File: src/rtl/greyscale_pkg.sv
// Shared definitions for the RGB-to-grey pipeline: mode encodings,
// base coefficient sets and the helper that scales them to COEF_W.
package greyscale_pkg;

  typedef enum logic [1:0] {
    MODE_PROG = 2'd0,
    MODE_709  = 2'd1,
    MODE_AVG  = 2'd2,
    MODE_BYP  = 2'd3
  } grey_mode_e;

  // Base weights expressed with 8 fractional bits.
  localparam logic [7:0] COEF_709_R  = 8'd54;
  localparam logic [7:0] COEF_709_G  = 8'd183;
  localparam logic [7:0] COEF_709_B  = 8'd19;
  localparam logic [7:0] COEF_AVG    = 8'd85;
  localparam logic [7:0] COEF_PROG_R = 8'd77;
  localparam logic [7:0] COEF_PROG_G = 8'd150;
  localparam logic [7:0] COEF_PROG_B = 8'd29;

  // Index 0 = red, 1 = green, 2 = blue; wide enough for any COEF_W up to 32.
  typedef logic [2:0][31:0] coef_set_t;

  // Fixed weight triplet for a mode, rescaled from 8 to coef_w fractional bits.
  // MODE_PROG returns the recommended power-up programmable set; bypass has none.
  function automatic coef_set_t mode_coefs(input grey_mode_e m, input int unsigned coef_w);
    coef_set_t   c;
    int unsigned sh;
    sh = coef_w - 8;
    c  = '0;
    case (m)
      MODE_709: begin
        c[0] = 32'(COEF_709_R) << sh;
        c[1] = 32'(COEF_709_G) << sh;
        c[2] = 32'(COEF_709_B) << sh;
      end
      MODE_AVG: begin
        c[0] = 32'(COEF_AVG) << sh;
        c[1] = 32'(COEF_AVG) << sh;
        c[2] = 32'(COEF_AVG) << sh;
      end
      MODE_PROG: begin
        c[0] = 32'(COEF_PROG_R) << sh;
        c[1] = 32'(COEF_PROG_G) << sh;
        c[2] = 32'(COEF_PROG_B) << sh;
      end
      default: c = '0;
    endcase
    return c;
  endfunction

endpackage

File: src/rtl/grey_mac.sv
// Combinational weighted sum of three channels with optional half-LSB
// rounding, fixed-point rescale and clamp to the output range.
module grey_mac #(
  parameter int DATA_W = 8,
  parameter int COEF_W = 8,
  parameter int ROUND  = 1
) (
  input  logic [DATA_W-1:0] r,
  input  logic [DATA_W-1:0] g,
  input  logic [DATA_W-1:0] b,
  input  logic [COEF_W-1:0] coef_r,
  input  logic [COEF_W-1:0] coef_g,
  input  logic [COEF_W-1:0] coef_b,
  input  logic              bypass,
  output logic [DATA_W-1:0] grey
);

  localparam int PROD_W = DATA_W + COEF_W;
  // Two guard bits hold the sum of three full-scale products plus rounding.
  localparam int SUM_W  = PROD_W + 2;
  localparam logic [SUM_W-1:0] HALF =
    (ROUND != 0) ? (SUM_W'(1) << (COEF_W - 1)) : '0;
  localparam logic [SUM_W-1:0] GREY_MAX =
    {{(SUM_W - DATA_W){1'b0}}, {DATA_W{1'b1}}};

  logic [DATA_W-1:0] chan [3];
  logic [COEF_W-1:0] coef [3];
  logic [PROD_W-1:0] prod [3];
  logic [SUM_W-1:0]  sum;
  logic [SUM_W-1:0]  scaled;

  assign chan[0] = r;
  assign chan[1] = g;
  assign chan[2] = b;
  assign coef[0] = coef_r;
  assign coef[1] = coef_g;
  assign coef[2] = coef_b;

  genvar gi;
  generate
    for (gi = 0; gi < 3; gi++) begin : g_prod
      assign prod[gi] = {{COEF_W{1'b0}}, chan[gi]} * {{DATA_W{1'b0}}, coef[gi]};
    end
  endgenerate

  assign sum    = {2'b00, prod[0]} + {2'b00, prod[1]} + {2'b00, prod[2]} + HALF;
  assign scaled = sum >> COEF_W;

  // Bypass forwards green untouched; otherwise clamp instead of wrapping.
  always_comb begin
    if (bypass)
      grey = g;
    else if (scaled > GREY_MAX)
      grey = '1;
    else
      grey = scaled[DATA_W-1:0];
  end

endmodule

File: src/rtl/greyscale_pipe.sv
// Two-stage RGB-to-grey converter with valid/ready flow control.
// S1 latches the pixel with the weights chosen at accept time, the MAC
// sits between S1 and S2, and S2 holds the registered result.
module greyscale_pipe
  import greyscale_pkg::*;
#(
  parameter int DATA_W = 8,
  parameter int COEF_W = 8,
  parameter int SB_W   = 2,
  parameter int ROUND  = 1
) (
  input  logic              clk,
  input  logic              rst_n,
  input  logic              in_valid,
  output logic              in_ready,
  input  logic [DATA_W-1:0] in_r,
  input  logic [DATA_W-1:0] in_g,
  input  logic [DATA_W-1:0] in_b,
  input  logic [SB_W-1:0]   in_sb,
  input  logic [1:0]        mode,
  input  logic [COEF_W-1:0] coef_r,
  input  logic [COEF_W-1:0] coef_g,
  input  logic [COEF_W-1:0] coef_b,
  output logic              out_valid,
  input  logic              out_ready,
  output logic [DATA_W-1:0] out_grey,
  output logic [SB_W-1:0]   out_sb
);

  // Fixed weight tables resolved at elaboration for this COEF_W.
  localparam coef_set_t SET_709 = mode_coefs(MODE_709, COEF_W);
  localparam coef_set_t SET_AVG = mode_coefs(MODE_AVG, COEF_W);

  logic [DATA_W-1:0] chan_in   [3];
  logic [COEF_W-1:0] coef_prog [3];
  logic [COEF_W-1:0] coef_sel  [3];

  logic              v1_reg;
  logic              byp1_reg;
  logic [SB_W-1:0]   sb1_reg;
  logic [DATA_W-1:0] chan1_reg [3];
  logic [COEF_W-1:0] coef1_reg [3];

  logic              v2_reg;
  logic [DATA_W-1:0] grey2_reg;
  logic [SB_W-1:0]   sb2_reg;

  logic              en1;
  logic              en2;
  logic [DATA_W-1:0] grey_next;

  // A stage may load when it is empty or its successor is moving.
  assign en2      = out_ready | ~v2_reg;
  assign en1      = en2 | ~v1_reg;
  assign in_ready = en1;

  assign chan_in[0]   = in_r;
  assign chan_in[1]   = in_g;
  assign chan_in[2]   = in_b;
  assign coef_prog[0] = coef_r;
  assign coef_prog[1] = coef_g;
  assign coef_prog[2] = coef_b;

  // Weight per channel for the pixel being offered, by its own mode.
  genvar gi;
  generate
    for (gi = 0; gi < 3; gi++) begin : g_coef
      assign coef_sel[gi] =
        (mode == MODE_709) ? SET_709[gi][COEF_W-1:0] :
        (mode == MODE_AVG) ? SET_AVG[gi][COEF_W-1:0] :
        (mode == MODE_BYP) ? '0 :
                             coef_prog[gi];
    end
  endgenerate

  // S1: capture pixel, sideband and its weights; hold while stalled.
  always_ff @(posedge clk or negedge rst_n) begin
    if (!rst_n) begin
      v1_reg   <= 1'b0;
      byp1_reg <= 1'b0;
      sb1_reg  <= '0;
      for (int i = 0; i < 3; i++) begin
        chan1_reg[i] <= '0;
        coef1_reg[i] <= '0;
      end
    end else if (en1) begin
      v1_reg <= in_valid;
      if (in_valid) begin
        byp1_reg <= (mode == MODE_BYP);
        sb1_reg  <= in_sb;
        for (int i = 0; i < 3; i++) begin
          chan1_reg[i] <= chan_in[i];
          coef1_reg[i] <= coef_sel[i];
        end
      end
    end
  end

  grey_mac #(
    .DATA_W (DATA_W),
    .COEF_W (COEF_W),
    .ROUND  (ROUND)
  ) u_mac (
    .r      (chan1_reg[0]),
    .g      (chan1_reg[1]),
    .b      (chan1_reg[2]),
    .coef_r (coef1_reg[0]),
    .coef_g (coef1_reg[1]),
    .coef_b (coef1_reg[2]),
    .bypass (byp1_reg),
    .grey   (grey_next)
  );

  // S2: register the finished sample with its sideband; hold while stalled.
  always_ff @(posedge clk or negedge rst_n) begin
    if (!rst_n) begin
      v2_reg    <= 1'b0;
      grey2_reg <= '0;
      sb2_reg   <= '0;
    end else if (en2) begin
      v2_reg <= v1_reg;
      if (v1_reg) begin
        grey2_reg <= grey_next;
        sb2_reg   <= sb1_reg;
      end
    end
  end

  assign out_valid = v2_reg;
  assign out_grey  = grey2_reg;
  assign out_sb    = sb2_reg;

endmodule

File: config.mk
export PLATFORM = sky130hd
export DESIGN_NAME = greyscale_pipe
export DESIGN_NICKNAME = d
export VERILOG_FILES = /design/src/rtl/greyscale_pkg.sv /design/src/rtl/grey_mac.sv /design/src/rtl/greyscale_pipe.sv
export SDC_FILE = /design/constraint.sdc
export NUM_CORES = 1
export LEC_CHECK = 0
export BUFFER_PORTS_ARGS = -buffer_cell sky130_fd_sc_hd__buf_2
export CORE_MARGIN = 5
export CORE_UTILIZATION = 40
export CTS_CLUSTER_DIAMETER = 200
export DETAILED_ROUTE_END_ITERATION = 16
export PLACE_DENSITY = 0.64
export SKIP_CTS_REPAIR_TIMING = 1
export SLEW_MARGIN = 20
export SYNTH_ARGS = -nofsm -noshare
export SYNTH_HDL_FRONTEND = slang
export SYNTH_SLANG_ARGS = --single-unit
File: constraint.sdc
create_clock -name clk -period 9.4 [get_ports clk]
set_input_delay 0.47 -clock clk [delete_from_list [all_inputs] [get_ports clk]]
set_output_delay 0.47 -clock clk [all_outputs]
set_load 0.03 [all_outputs]
After elaboration in Yosys (flattened, before gate mapping)

Cells that the tools add are included.

Output and inout port bits: 12
Bits in registers: 63
Logic and storage cells: 39
Input bits: 56

Order comparisons: 1
Multipliers: 3
Multiplexer cells: 11
Add/sub/neg operators: 3
Equal/unequal tests: 3
Reductions and logical operators: 2
Bitwise logic cells: 4

Operators by type and width:

| operator                                                              | count |
|---|---|
| 8-bit 2-to-1 mux                                                      | 11 |
| 8-bit by 8-bit multiplier with 16-bit output                          | 3 |
| 18-bit by 16-bit adder with 18-bit output                             | 1 |
| 18-bit by 8-bit adder with 18-bit output, second input constant       | 1 |
| 16-bit by 16-bit adder with 17-bit output                             | 1 |
| 10-bit by 8-bit > comparator with 1-bit output, second input constant | 1 |
| 2-bit equality test, second input constant                            | 2 |
| 2-bit AND reduction                                                   | 2 |
| 2-bit by 1-bit equality test with 1-bit output, second input constant | 1 |
| 1-bit inverter                                                        | 2 |
| 1-bit bitwise OR                                                      | 2 |

Depth between registers and ports, before layout

Gate-level depths: netlist (run 1).

Depth after elaboration: 7
Gate-level depth with buffers: 33
Gate-level depth less buffers: 32

Modules after synthesis

A second synthesis (run 1) with hierarchy kept.

Cell total of the unflattened synthesis: 945
Area total of the unflattened synthesis: 9,678.0 µm²

By module, submodules not included:

| module         | area an instance (µm²) | cells each | sequential area each (µm²) | instances |
|---|---|---|---|---|
| grey_mac       | 6,949.2                | 761        | 0.0                        | 1 |
| greyscale_pipe | 2,728.9                | 184        | 1,576.5                    | 1 |

Worst setup path after synthesis (run 1)

Ideal clock, no wire load.

Path kind: reg2reg
Start: register chan1_reg[21] in the netlist's numbering
End: register grey2_reg[0], in the netlist out_grey[0]
Data required time: 9.335 ns
Stages on the path, launching flop included: 30
Arrival: 8.456 ns
Path buffers: 1
Setup slack: 0.878 ns
Clock period less this slack: 8.522 ns
Library setup time: 0.065 ns
Cells stage by stage: dfrtp_1 -> clkbuf_1 -> nand2_1 -> fa_1 -> fa_1 -> fa_1 -> inv_1 -> fa_1 -> fa_1 -> fa_1 -> ha_1 -> o21a_1 -> o31a_1 -> o21ai_0 -> nor2b_1 -> xnor2_1 -> ha_1 -> fa_1 -> inv_1 -> fa_1 -> inv_1 -> fa_1 -> ha_1 -> ha_1 -> a2111o_1 -> a41oi_2 -> o21bai_2 -> or4b_4 -> nand4_4 -> o221a_2

Word-level cells in the longest chain between the ends: 7

Ends and longest elaborated chain:

| item                                           | RTL line              | source |
|---|---|---|
| start: declaration                             | greyscale_pipe.sv:41  | `logic [DATA_W-1:0] chan1_reg [3];` |
| start signal: indexed assignment               | greyscale_pipe.sv:92  | `chan1_reg[i] <= chan_in[i];` |
| 8-bit by 8-bit multiplier with 16-bit output * | grey_mac.sv:42        | `assign prod[gi] = {{COEF_W{1'b0}}, chan[gi]} * {{DATA_W{1'b0}}, coef[gi]};` |
| 16-bit by 16-bit adder with 17-bit output *    | grey_mac.sv:46        | `assign sum = {2'b00, prod[0]} + {2'b00, prod[1]} + {2'b00, prod[2]} + HALF;` |
| 18-bit by 16-bit adder with 18-bit output *    | grey_mac.sv:46        |  |
| 18-bit by 8-bit adder with 18-bit output *     | grey_mac.sv:46        |  |
| 10-bit by 8-bit > comparator with 1-bit output | grey_mac.sv:53        | `else if (scaled > GREY_MAX)` |
| 8-bit 2-to-1 mux *                             | grey_mac.sv:53        |  |
| 8-bit 2-to-1 mux *                             | grey_mac.sv:51        | `if (bypass)` |
| end signal: assignment                         | greyscale_pipe.sv:123 | `grey2_reg <= grey_next;` |
| end: declaration                               | greyscale_pipe.sv:45  | `logic [DATA_W-1:0] grey2_reg;` |

Every way passes the cells marked *; elsewhere a longest branch is shown, timed or not.
A chain may end at the register's enable or synchronous reset.

Worst setup path after layout (run 1)

Start: register chan1_reg[20] in the netlist's numbering
End: register grey2_reg[1], in the netlist out_grey[1]

The elaborated chain is that of the path after synthesis.

==> results list, run 1 <==
- The flow ran to the end, and the final reports show no timing, DRC or antenna violations.
- CP Data Required Time: 9680 ps
- In this run the vertical extent of the chip is 164 um.
* Number of vias per cell after detailed routing: 4.90
* Cells on worst reg2reg path: 29
- After synthesis, the mean cell area works out to 9.49 um^2.
- For this run, the post-layout net count is 1362.
* Remaining design rule violation count: 0
- Final critical-path setup slack: 360 ps
- Yosys instantiated no cell more often than inv_1.
- Kind of end point of the critical path: flip-flop
* Critical path start-end classification: reg2reg
- Of all flip-flops after synthesis, the portion carrying an async set or reset was 1.00.
- Based on the critical path, the design can be clocked at up to 111 MHz.
- After routing, the total negative slack on setup checks comes to 0 ps.
- Maximum number of pins on one net before global-route repair: 77
* Shortest clock period the worst path allows after layout: 9040 ps
- Total of flip-flops plus latches after synthesis: 63
- Of all nets on the critical path, the largest fanout is 9.
* Number of vias in the routed layout: 6727
* # IOs: 68
- Clock latency on the worst-skew pair, taken at its later pin, is 350 ps.
- Wire segments on met3 add up to 846 um in the final route.
- The path class of the tightest hold or removal check is in2async.
- Counting the buffers created by CTS gives 9.
- Delay of the slowest cell on the worst path: 550 ps
- Post-placement cell area: 10100 um^2
* Most common flop cell mapped by yosys: dfrtp_1
- From left edge to right edge, the die measures 164 um.
- The worst register-to-register path has a setup slack of 360 ps.
* Startpoint of the worst-slack reg-to-reg timing path: chan1_reg[20]
- Worst Clk Skew: 10.0 ps
- Crit path max-delay family: adder cells
- Once detail routing completed, the nets flagged for antenna violations numbered 0.
- Of the post-synthesis cell area, the dominant cell type holds 0.312.
- Buffering stage count on the worst path with inverters included: 3
- Final worst path period share: 0.962
- The routed design has 22200 um of wire.
* Final hold violation count: 0
* Number of input and output port buffers inserted: 67
- Yosys mapped a number of flops with a built-in enable equal to 0.
- Worst endpoint data arrival time: 9320 ps
- GRT overflow: 0
* Setup repair after global routing missed its margin: false
- Setup violations remaining at the end of the flow were counted as 0.
- Yosys printed 0 warnings.
* Die outline area: 26700 um^2
- Placed wire-length estimate: 18000 um
* Number of maximum-capacitance violations: 0
* Type of element launching the critical path: flip-flop
* Slew headroom: 0.375
- The count of final max-slew check failures was 0.
* Net count after synthesis: 1307
* Register area share after synthesis: 0.167
- Reg clk slew, reported paths: 60 ps
- Minimum setup slack after placement: 430 ps
- For this design, the slowest cell found on the critical path is fa_1.
- In the final layout, the share of cells above drive strength 1 is 0.131.
- Top layer used by detailed routing: met4
- After detailed routing, the wire length on met1 is 9920 um.
- Detailed routing placed a total of 11100 um of wire on met2.
- Area growth syn-to-layout: 10.2%
- The synthesized netlist contains 46 unique library cells.
* Core ar.: 23300 um^2
- Capture instance of the worst register-to-register path: out_grey[1]
- Vias in the first global route: 7024
- Combined global-route utilization of all metal layers: 0.178
- The clock tree synthesis step divided the H-tree into 3 levels.
* Clock tree root buffer cell: clkbuf_16
- TritonCTS clock tree: yes
- After the first detailed-routing iteration, the DRC count stood at 390.
- Of all cell types, the one taking the most synthesized area is fa_1.
- The cell that appears most often on the critical path is fa_1.
- Num rows: 56
* Effective utilization at floorplan: 0.404
* Post-layout instance area: 10400 um^2
- The congestion estimate from routability-driven global placement came to 0.857.
- Maximum buffer depth of the clock tree: 2
* Global-route wire length before repair: 37000 um
- Initial antenna violation count: 0
- 0 antenna diodes ended up in the layout.
- Sorting the synthesized cells by area gives the leading types as fa_1 31%, dfrtp_1 17%, ha_1 15%.
- After synthesis the cells add up to 9430 um^2.
* DR pass1 iterations: 5
- After detailed routing, the average wire length per cell comes to 16.2 um.
- Total clock sinks: 63
* Cells after synthesis: 993
- Fill cells in the final layout number 2284.
- Slew at the pin closest to its max-slew limit: 937 ps
- Sorting the synthesized cells by how often they occur yields 201 x inv_1, 147 x fa_1, 119 x nand2_1.
==> per-layer routing <==
layer,up-vias,global-route usage
li1,3186,-
met1,3393,0.241
met2,131,0.306
met3,17,0.0212
met4,0,0.0396
met5,-,0
==> per-stage QoR <==
stage,cells,util,hold WS [ps]
floorplan,993,-,174
global placement,1356,0.433,461
detailed placement,1356,0.433,475
CTS,1372,0.445,278
global route,1372,0.445,340
finish,1372,0.445,221
==> placed cells by master (no fill, tap or decap), types with 6 or more instances in the layout <==
cell type	instances
a21o_1	6
a21oi_1	12
and2_1	115
buf_2	66
buf_4	9
clkbuf_16	9
dfrtp_1	61
fa_1	147
ha_1	111
inv_1	201
mux2_2	28
nand2_1	118
nand3b_1	10
nor2_1	29
o21ai_0	36
o221a_2	8
o31ai_1	11
xnor2_1	12
xor2_1	7
==> cell families (layout without fill, tap and decap cells) <==
group,Yosys count,after routing,synth area share
DFF,63,63,0.167
xor gates and xnor gates,19,19,0.0177
AOI/OAI and AO/OA,91,91,0.0646
buffers and inverters,232,292,0.0925
adders and majority gates,258,258,0.460
and+or+nand+nor,301,301,0.164
muxes,29,29,0.0345
==> final cells by class <==
class / instances / area, um^2 / share of cell area
clock buffers: 9 / 225 / 0.0217
clock inverters: 7 / 48.8 / 0.00470
inverters: 201 / 754 / 0.0726
multi-input cells: 698 / 6980 / 0.672
flip-flops and latches: 63 / 1580 / 0.152
well taps: 319 / 399 / 0.0384
repair buffers: 75 / 398 / 0.0383
==> worst max path at each step <==
stage / from / end / slack, ps / cells after the start
after global placement: chan1_reg[21] / out_grey[2] / 550 / 28
after CTS: chan1_reg[21] / out_grey[0] / 380 / 29
after global routing: coef1_reg[17] / out_grey[3] / 20 / 29
after detailed placement: chan1_reg[21] / out_grey[0] / 430 / 28
final: chan1_reg[20] / out_grey[1] / 360 / 29
after floorplan: chan1_reg[21] / out_grey[0] / 880 / 29
Power of run 1 is left out: the tool's default activity adds up to more than one toggle a clock period on the data nets, which glitch-free logic cannot reach.
==> inputs of run 2 (changes only) <==
==> constraint.sdc (replaced) <==
create_clock -name clk -period 10.8 [get_ports clk]
set_input_delay 0.54 -clock clk [delete_from_list [all_inputs] [get_ports clk]]
set_output_delay 0.54 -clock clk [all_outputs]
set_load 0.03 [all_outputs]
==> run 2 against run 1 <==
Against the previous run:
- count of clock-buffer cells in the layout is 1 higher
- critical endpoint is now out_grey[3]
- fmax decreased by 0.18%
- via count increased by 0.15%
- worst setup slack improved by 1400 ps
- final cell count down 0.58%
- die area unchanged
- wire length is 1.5% lower
- utilization decreased by 0.16 points
- clock skew is 2.2 ps higher
- design area fell by 0.35%
- register-to-register slack gained 1400 ps
==> results list, run 2 (synthesis results as in run 1) <==
- Effective utilization at floorplan: 0.404 (unchanged)
- The clock insertion delay at the later pin of the skew report came to 350 ps (about the same).
* GRT overflow: 0 (unchanged)
- Number of max-slew violations in the final report: 0 (unchanged)
- The antenna diode instance count came to 0 (unchanged).
- The class of the worst hold path is in2async (unchanged).
- Worst Clk Skew: 12.2 ps (was 10.0 ps)
* Type of element launching the critical path: flip-flop (unchanged)
- Number of vias per cell after detailed routing: 4.94 (was 4.90)
- Leading cell type in the layout, fill and taps excluded: inv_1 (unchanged)
- The required time of the critical path came to 11080 ps (was 9680 ps).
* Kind of end point of the critical path: flip-flop (unchanged)
- The per-cell routed wire length is 16.0 um (was 16.2 um).
- Net total in the final layout: 1355 (was 1362)
- The first-pass GRT wire length was 36300 um (was 37000 um).
- Combined global-route utilization of all metal layers: 0.174 (was 0.178)
- The count of buffers inserted at the top-level ports is 67 (unchanged).
- The initial antenna violation count is 1 (was 0).
- The worst-case register-to-register setup slack was 1740 ps (was 360 ps).
- Die Height: 164 um (unchanged)
* DR pass1 iterations: 5 (unchanged)
* Maximum number of pins on one net before global-route repair: 77 (unchanged)
* Cells on worst reg2reg path: 29 (unchanged)
* Timing-limited maximum frequency: 110 MHz (was 111 MHz)
- Worst endpoint data arrival time: 9340 ps (was 9320 ps)
- The delay of the slowest critical-path stage was 540 ps (was 550 ps).
- Reg clk slew, reported paths: 60 ps (about the same)
- Antenna Violating Nets Remaining: 0 (unchanged)
- Shortest clock period the worst path allows after layout: 9060 ps (was 9040 ps)
- The count of endpoints failing setup in the final report was 0 (unchanged).
* Number of DRC violations after detailed-routing iteration 0: 339 (was 390)
- CP max-delay cell: fa_1 (unchanged)
- The share of the clock period used by the worst path after layout is 0.839 (was 0.962).
* Total clock sinks: 63 (unchanged)
* Routability congestion estimate: 0.886 (was 0.857)
- Setup repair after global routing missed its margin: false (unchanged)
- Num rows: 56 (unchanged)
- Top library cells by usage in the layout, fill and taps aside: 201 x inv_1, 147 x fa_1, 118 x nand2_1 (unchanged)
- Sum of negative setup slack: 0 ps (unchanged)
- Final hold violation count: 0 (unchanged)
* Cts bufs inserted: 9 (unchanged)
- Area growth syn-to-layout: 9.84% (was 10.2%)
- The placeable core region came to 23300 um^2 (unchanged).
* Most prevalent standard cell on the critical path: fa_1 (unchanged)
- Die outline area: 26700 um^2 (unchanged)
- Final routed wirelength across all metal layers: 21900 um (was 22200 um)
* Capture instance of the worst register-to-register path: out_grey[3] (was out_grey[1])
- The clock tree from TritonCTS is yes (unchanged).
- The worst reg2reg path startpoint is chan1_reg[21] (was chan1_reg[20]).
- The highest fanout seen on the critical path came to 9 (unchanged).
- The top-level I/O count came to 68 (unchanged).
* Remaining design rule violation count: 0 (unchanged)
- Die span in x: 164 um (unchanged)
* Placed wire-length estimate: 17700 um (was 18000 um)
- The share of post-route cells with drive strength above 1 was 0.122 (was 0.131).
- Status: completed (unchanged).
- The headroom to the max-slew limit came to 0.395 (was 0.375).
- Number of vias in the routed layout: 6737 (was 6727)
* Number of maximum-capacitance violations: 0 (unchanged)
- Maximum level of the CTS H-tree: 3 (unchanged)
- The critical path start-end classification is reg2reg (unchanged).
* Maximum buffer depth of the clock tree: 2 (unchanged)
- The via count of the first global-routing pass came to 6915 (was 7024).
- Slew at the pin closest to its max-slew limit: 904 ps (was 937 ps)
* Clock tree root buffer cell: clkbuf_16 (unchanged)
[run 2: cell types whose count changed in the layout (fill, tap and decap cells not counted), sizes merged]
cell      change
clkbuf        +1
buf           -7
inv           -1
bufinv        +1
clkinv        -3
clkinvlp      +1
[run 2: layout make-up]
cell class	instances	area, um^2
fillers	2267	13000
multi-input cells	698	6980
flip-flops and latches	63	1580
inverters	201	754
well taps	319	399
repair buffers	68	345
clock buffers	10	239
clock inverters	5	58.8
[run 2: metal layers]
metal / routed length (um) / vias to the layer above / share of wire / GRT usage
met5: 13 / - / 0.00059 / 0
met4: 444 / 2 / 0.020 / 0.0473
met3: 968 / 30 / 0.044 / 0.0257
met2: 10800 / 147 / 0.49 / 0.290
met1: 9630 / 3384 / 0.44 / 0.237
li1: - / 3174 / - / -
[run 2: critical path: cells and delay by family (launching register included)]
kind | cells | cell delay (ps)
AND/OR/NAND/NOR | 5 | 1250
AO/OA/AOI/OAI | 7 | 1350
XOR/XNOR | 1 | 160
adder cells (fa/ha/maj) | 13 | 5520
flip-flops | 1 | 530
buffers and inverters | 3 | 180
[run 2: worst max path at each step]
stage | to | slack, ps | from
5_1_grt | out_grey[3] | 1200 | chan1_reg[21]
6_report | out_grey[3] | 1740 | chan1_reg[21]
2_1_floorplan | out_grey[0] | 2280 | chan1_reg[21]
4_1_cts | out_grey[3] | 1680 | chan1_reg[21]
3_3_place_gp | out_grey[0] | 1960 | chan1_reg[21]
3_5_place_dp | out_grey[3] | 1740 | chan1_reg[21]
[run 2: metrics by stage]
stage	instances	hold WS (ps)	utilization	instance area, um^2	worst slack [ps]
floorplan	993	244	-	9430	2280
global placement	1349	464	0.431	10100	1960
detailed placement	1349	469	0.431	10100	1740
CTS	1364	350	0.444	10400	1680
global route	1364	401	0.444	10400	1200
finish	1364	323	0.444	10400	1740
Power of run 2 is left out for the same reason.
==> inputs of run 3 (changes only) <==
--- a/config.mk
+++ b/config.mk
@@ -5,12 +5,13 @@
 export SDC_FILE = /design/constraint.sdc
 export NUM_CORES = 1
 export LEC_CHECK = 0
+export ABC_AREA = 1
 export BUFFER_PORTS_ARGS = -buffer_cell sky130_fd_sc_hd__buf_2
 export CORE_MARGIN = 5
 export CORE_UTILIZATION = 40
 export CTS_CLUSTER_DIAMETER = 200
 export DETAILED_ROUTE_END_ITERATION = 16
-export PLACE_DENSITY = 0.64
+export PLACE_DENSITY = 0.66
 export SKIP_CTS_REPAIR_TIMING = 1
 export SLEW_MARGIN = 20
 export SYNTH_ARGS = -nofsm -noshare
==> constraint.sdc (replaced) <==
create_clock -name clk -period 7.49 [get_ports clk]
set_input_delay 0.3745 -clock clk [delete_from_list [all_inputs] [get_ports clk]]
set_output_delay 0.3745 -clock clk [all_outputs]
set_load 0.03 [all_outputs]
==> run 3 against run 2 <==
Against the previous run:
- non-clock buffer count rose by 106
- synthesized cell count grew 32%
- the run now ends with setup timing left
- critical path depth is 3 higher
- count of clock-buffer cells in the layout increased by 2
==> results list, run 3 <==
- Die span in x: 168 um (was 164 um)
* Post-synthesis instance area: 9980 um^2 (was 9430 um^2)
- The hold violation count in the final report was 0 (unchanged).
- The cell with the most instances after synthesis was nand2_1 (was inv_1).
- The gate count of the mapped netlist is 1315 (was 993).
- The slack of the critical path came to -491 ps (was 1740 ps).
* Total of flip-flops plus latches after synthesis: 63 (unchanged)
* Type of element launching the critical path: flip-flop (unchanged)
- Top area cells in the synthesized netlist: fa_1 29%, dfrtp_1 16%, nand2_1 15% (was fa_1 31%, dfrtp_1 17%, ha_1 15%).
* Total clock sinks: 63 (unchanged)
* Global-route wire length before repair: 43400 um (was 36300 um)
* Status: finished, violations left (was completed)
- # IOs: 68 (unchanged)
- The share of post-route cells with drive strength above 1 was 0.200 (was 0.122).
- Post-placement cell area: 11200 um^2 (was 10100 um^2)
* Maximum level of the CTS H-tree: 3 (unchanged)
* Leading cell type in the layout, fill and taps excluded: nand2_1 (was inv_1)
* Kind of end point of the critical path: flip-flop (unchanged)
- The required time of the critical path is 7720 ps (was 11080 ps).
- The routed wire length came to 25900 um (was 21900 um).
* Net total in the final layout: 1752 (was 1355)
- The async set-or-reset flop fraction in the synthesized netlist came to 1.00 (unchanged).
- The total routing usage reported by global routing was 0.191 (was 0.174).
* Maximum buffer depth of the clock tree: 2 (unchanged)
- Register area share after synthesis: 0.158 (was 0.167)
* Num rows: 57 (was 56)
* TritonCTS clock tree: yes (unchanged)
- The final standard cell area without fillers is 11900 um^2 (was 10400 um^2).
* Warnings from Yosys: 0 (unchanged)
- Vias in the first global route: 8687 (was 6915)
* Number of vias in the routed layout: 8270 (was 6737)
- Cts bufs inserted: 9 (unchanged)
* Critical path start-end classification: reg2reg (unchanged)
- The dominant cell type by count on the critical path is fa_1 (unchanged).
- Mean post-synth cell area: 7.59 um^2 (was 9.49 um^2)
* Clock latency on the worst-skew pair: 350 ps (about the same)
- The highest fanout seen on the critical path is 6 (was 9).
* Number of maximum-capacitance violations: 0 (unchanged)
- The headroom to the max-slew limit came to 0.403 (was 0.395).
- Buffering stage count on the worst path with inverters included: 6 (was 3)
* Setup repair after global routing missed its margin: true (was false)
- Post-synth top area share: 0.295 (was 0.312)
* Shortest clock period the worst path allows after layout: 7980 ps (was 9060 ps)
- Minimum setup slack after placement: -642 ps (was 1740 ps)
- Area growth syn-to-layout: 19.5% (was 9.84%)
* Delay of the slowest cell on the worst path: 590 ps (was 540 ps)
- The share of the clock period used by the worst path after layout came to 1.07 (was 0.839).
- The via-per-instance ratio was 4.68 (was 4.94).
- Timing-limited maximum frequency: 125 MHz (was 110 MHz)
- The remaining number of nets flagged by the antenna check after routing came to 0 (unchanged).
- The critical path data arrival time is 8220 ps (was 9340 ps).
- The number of fill cells came to 2340 (was 2267).
- Final hold slack: 217 ps (was 323 ps)
* Number of diodes: 0 (unchanged)
* Distinct cells, synth: 35 (was 46)
* Number of input and output port buffers inserted: 67 (unchanged)
- The count of flip-flops with a built-in enable after synthesis was 0 (unchanged).
- The pin count of the biggest net entering global routing is 68 (was 77).
* Die Height: 168 um (was 164 um)
- The area of combinational cells with multiple inputs came to 7160 um^2 (was 6980 um^2).
* Routed len/inst: 14.7 um (was 16.0 um)
- The clock root buffer is clkbuf_16 (unchanged).
- The count of TritonRoute iterations in the first routing pass came to 5 (unchanged).
* Crit path max-delay family: adder cells (unchanged)
- Hold Path Class: in2reg (was in2async)
* Die outline area: 28200 um^2 (was 26700 um^2)
- Net count after synthesis: 1629 (was 1307)
* Failing checks: setup timing
* GRT overflow: 0 (unchanged)
- The critical-path cell with the highest stage delay was fa_1 (unchanged).
- Effective utilization at floorplan: 0.408 (was 0.404)
- The primary flip-flop cell chosen by synthesis mapping is dfrtp_1 (unchanged).
- Slew at the pin closest to its max-slew limit: 896 ps (was 904 ps)
- Number of max-slew violations in the final report: 0 (unchanged)
- Top library cells by usage in the layout, fill and taps aside: 387 x nand2_1, 338 x inv_1, 144 x fa_1 (was 201 x inv_1, 147 x fa_1, 118 x nand2_1).
- Util after Layout: 0.487 (was 0.444)
- The number of design rule violations left after detail routing was 0 (unchanged).
- Reg clk slew, reported paths: 60 ps (about the same)
* Leading post-synthesis cells by instance count: 401 x nand2_1, 350 x inv_1, 147 x fa_1 (was 201 x inv_1, 147 x fa_1, 119 x nand2_1)
- Placed wire-length estimate: 21400 um (was 17700 um)
- Cell taking the most area after synthesis: fa_1 (unchanged)
- Flip-flop and latch area: 1600 um^2 (was 1580 um^2)
* Number of DRC violations after detailed-routing iteration 0: 464 (was 339)
- The count of endpoints failing setup in the final report came to 8 (was 0).
* Routability congestion estimate: 0.886 (about the same)
* Core ar.: 24500 um^2 (was 23300 um^2)
- Initial antenna violation count: 1 (unchanged)
- The worst clock skew is 12.8 ps (was 12.2 ps).
run 3: worst register-to-register path: cells and delay by family (launching register included):
family | cells | cell delay, ps
buf+inv | 6 | 490
compound gates | 4 | 660
fa+ha+maj | 12 | 5340
xor+xnor | 1 | 180
simple gates | 9 | 730
flops | 1 | 460
run 3: layout make-up:
class / count / share of cell area
well taps: 324 / 0.0340
clock inverters: 3 / 0.00147
clock buffers: 12 / 0.0224
repair buffers: 174 / 0.0969
flip-flops and latches: 63 / 0.134
multi-input cells: 839 / 0.600
inverters: 351 / 0.111
run 3: final timing paths:
check / start / cells past startpoint / end / slack (ps)
min: in_b[7] / 3 / chan1_reg[7] / 220
min reg2reg: sb1_reg[0] / 2 / sb1_reg[0] / 490
min in group asynchronous: rst_n / 2 / coef1_reg[19] / 240
max in group asynchronous: rst_n / 2 / chan1_reg[13] / 6610
max reg2reg: coef1_reg[19] / 32 / out_grey[7] / -490
max: coef1_reg[19] / 32 / out_grey[7] / -490
run 3: stage by stage:
step / cells / TNS, ps
2_1_floorplan: 1315 / -1050
3_3_place_gp: 1737 / -4680
3_5_place_dp: 1737 / -4950
4_1_cts: 1752 / -5120
5_1_grt: 1766 / -6220
6_report: 1766 / -3800
run 3: logic make-up (layout without fill, tap and decap cells):
kind of cell / Yosys count / in the layout / synth area share
flops: 63 / 63 / 0.158
mux: 1 / 1 / 0.00113
fa+ha+maj: 258 / 258 / 0.434
buf+inv: 413 / 540 / 0.159
compound gates: 88 / 88 / 0.0469
xor+xnor: 15 / 15 / 0.0132
simple gates: 477 / 477 / 0.188
run 3: per-layer routing:
metal	wire (um)	share of wire	track usage
met1	11700	0.45	0.264
met2	11900	0.46	0.309
met3	1490	0.058	0.0352
met4	694	0.027	0.0550
met5	13	0.00050	0
Power of run 3 is left out for the same reason.
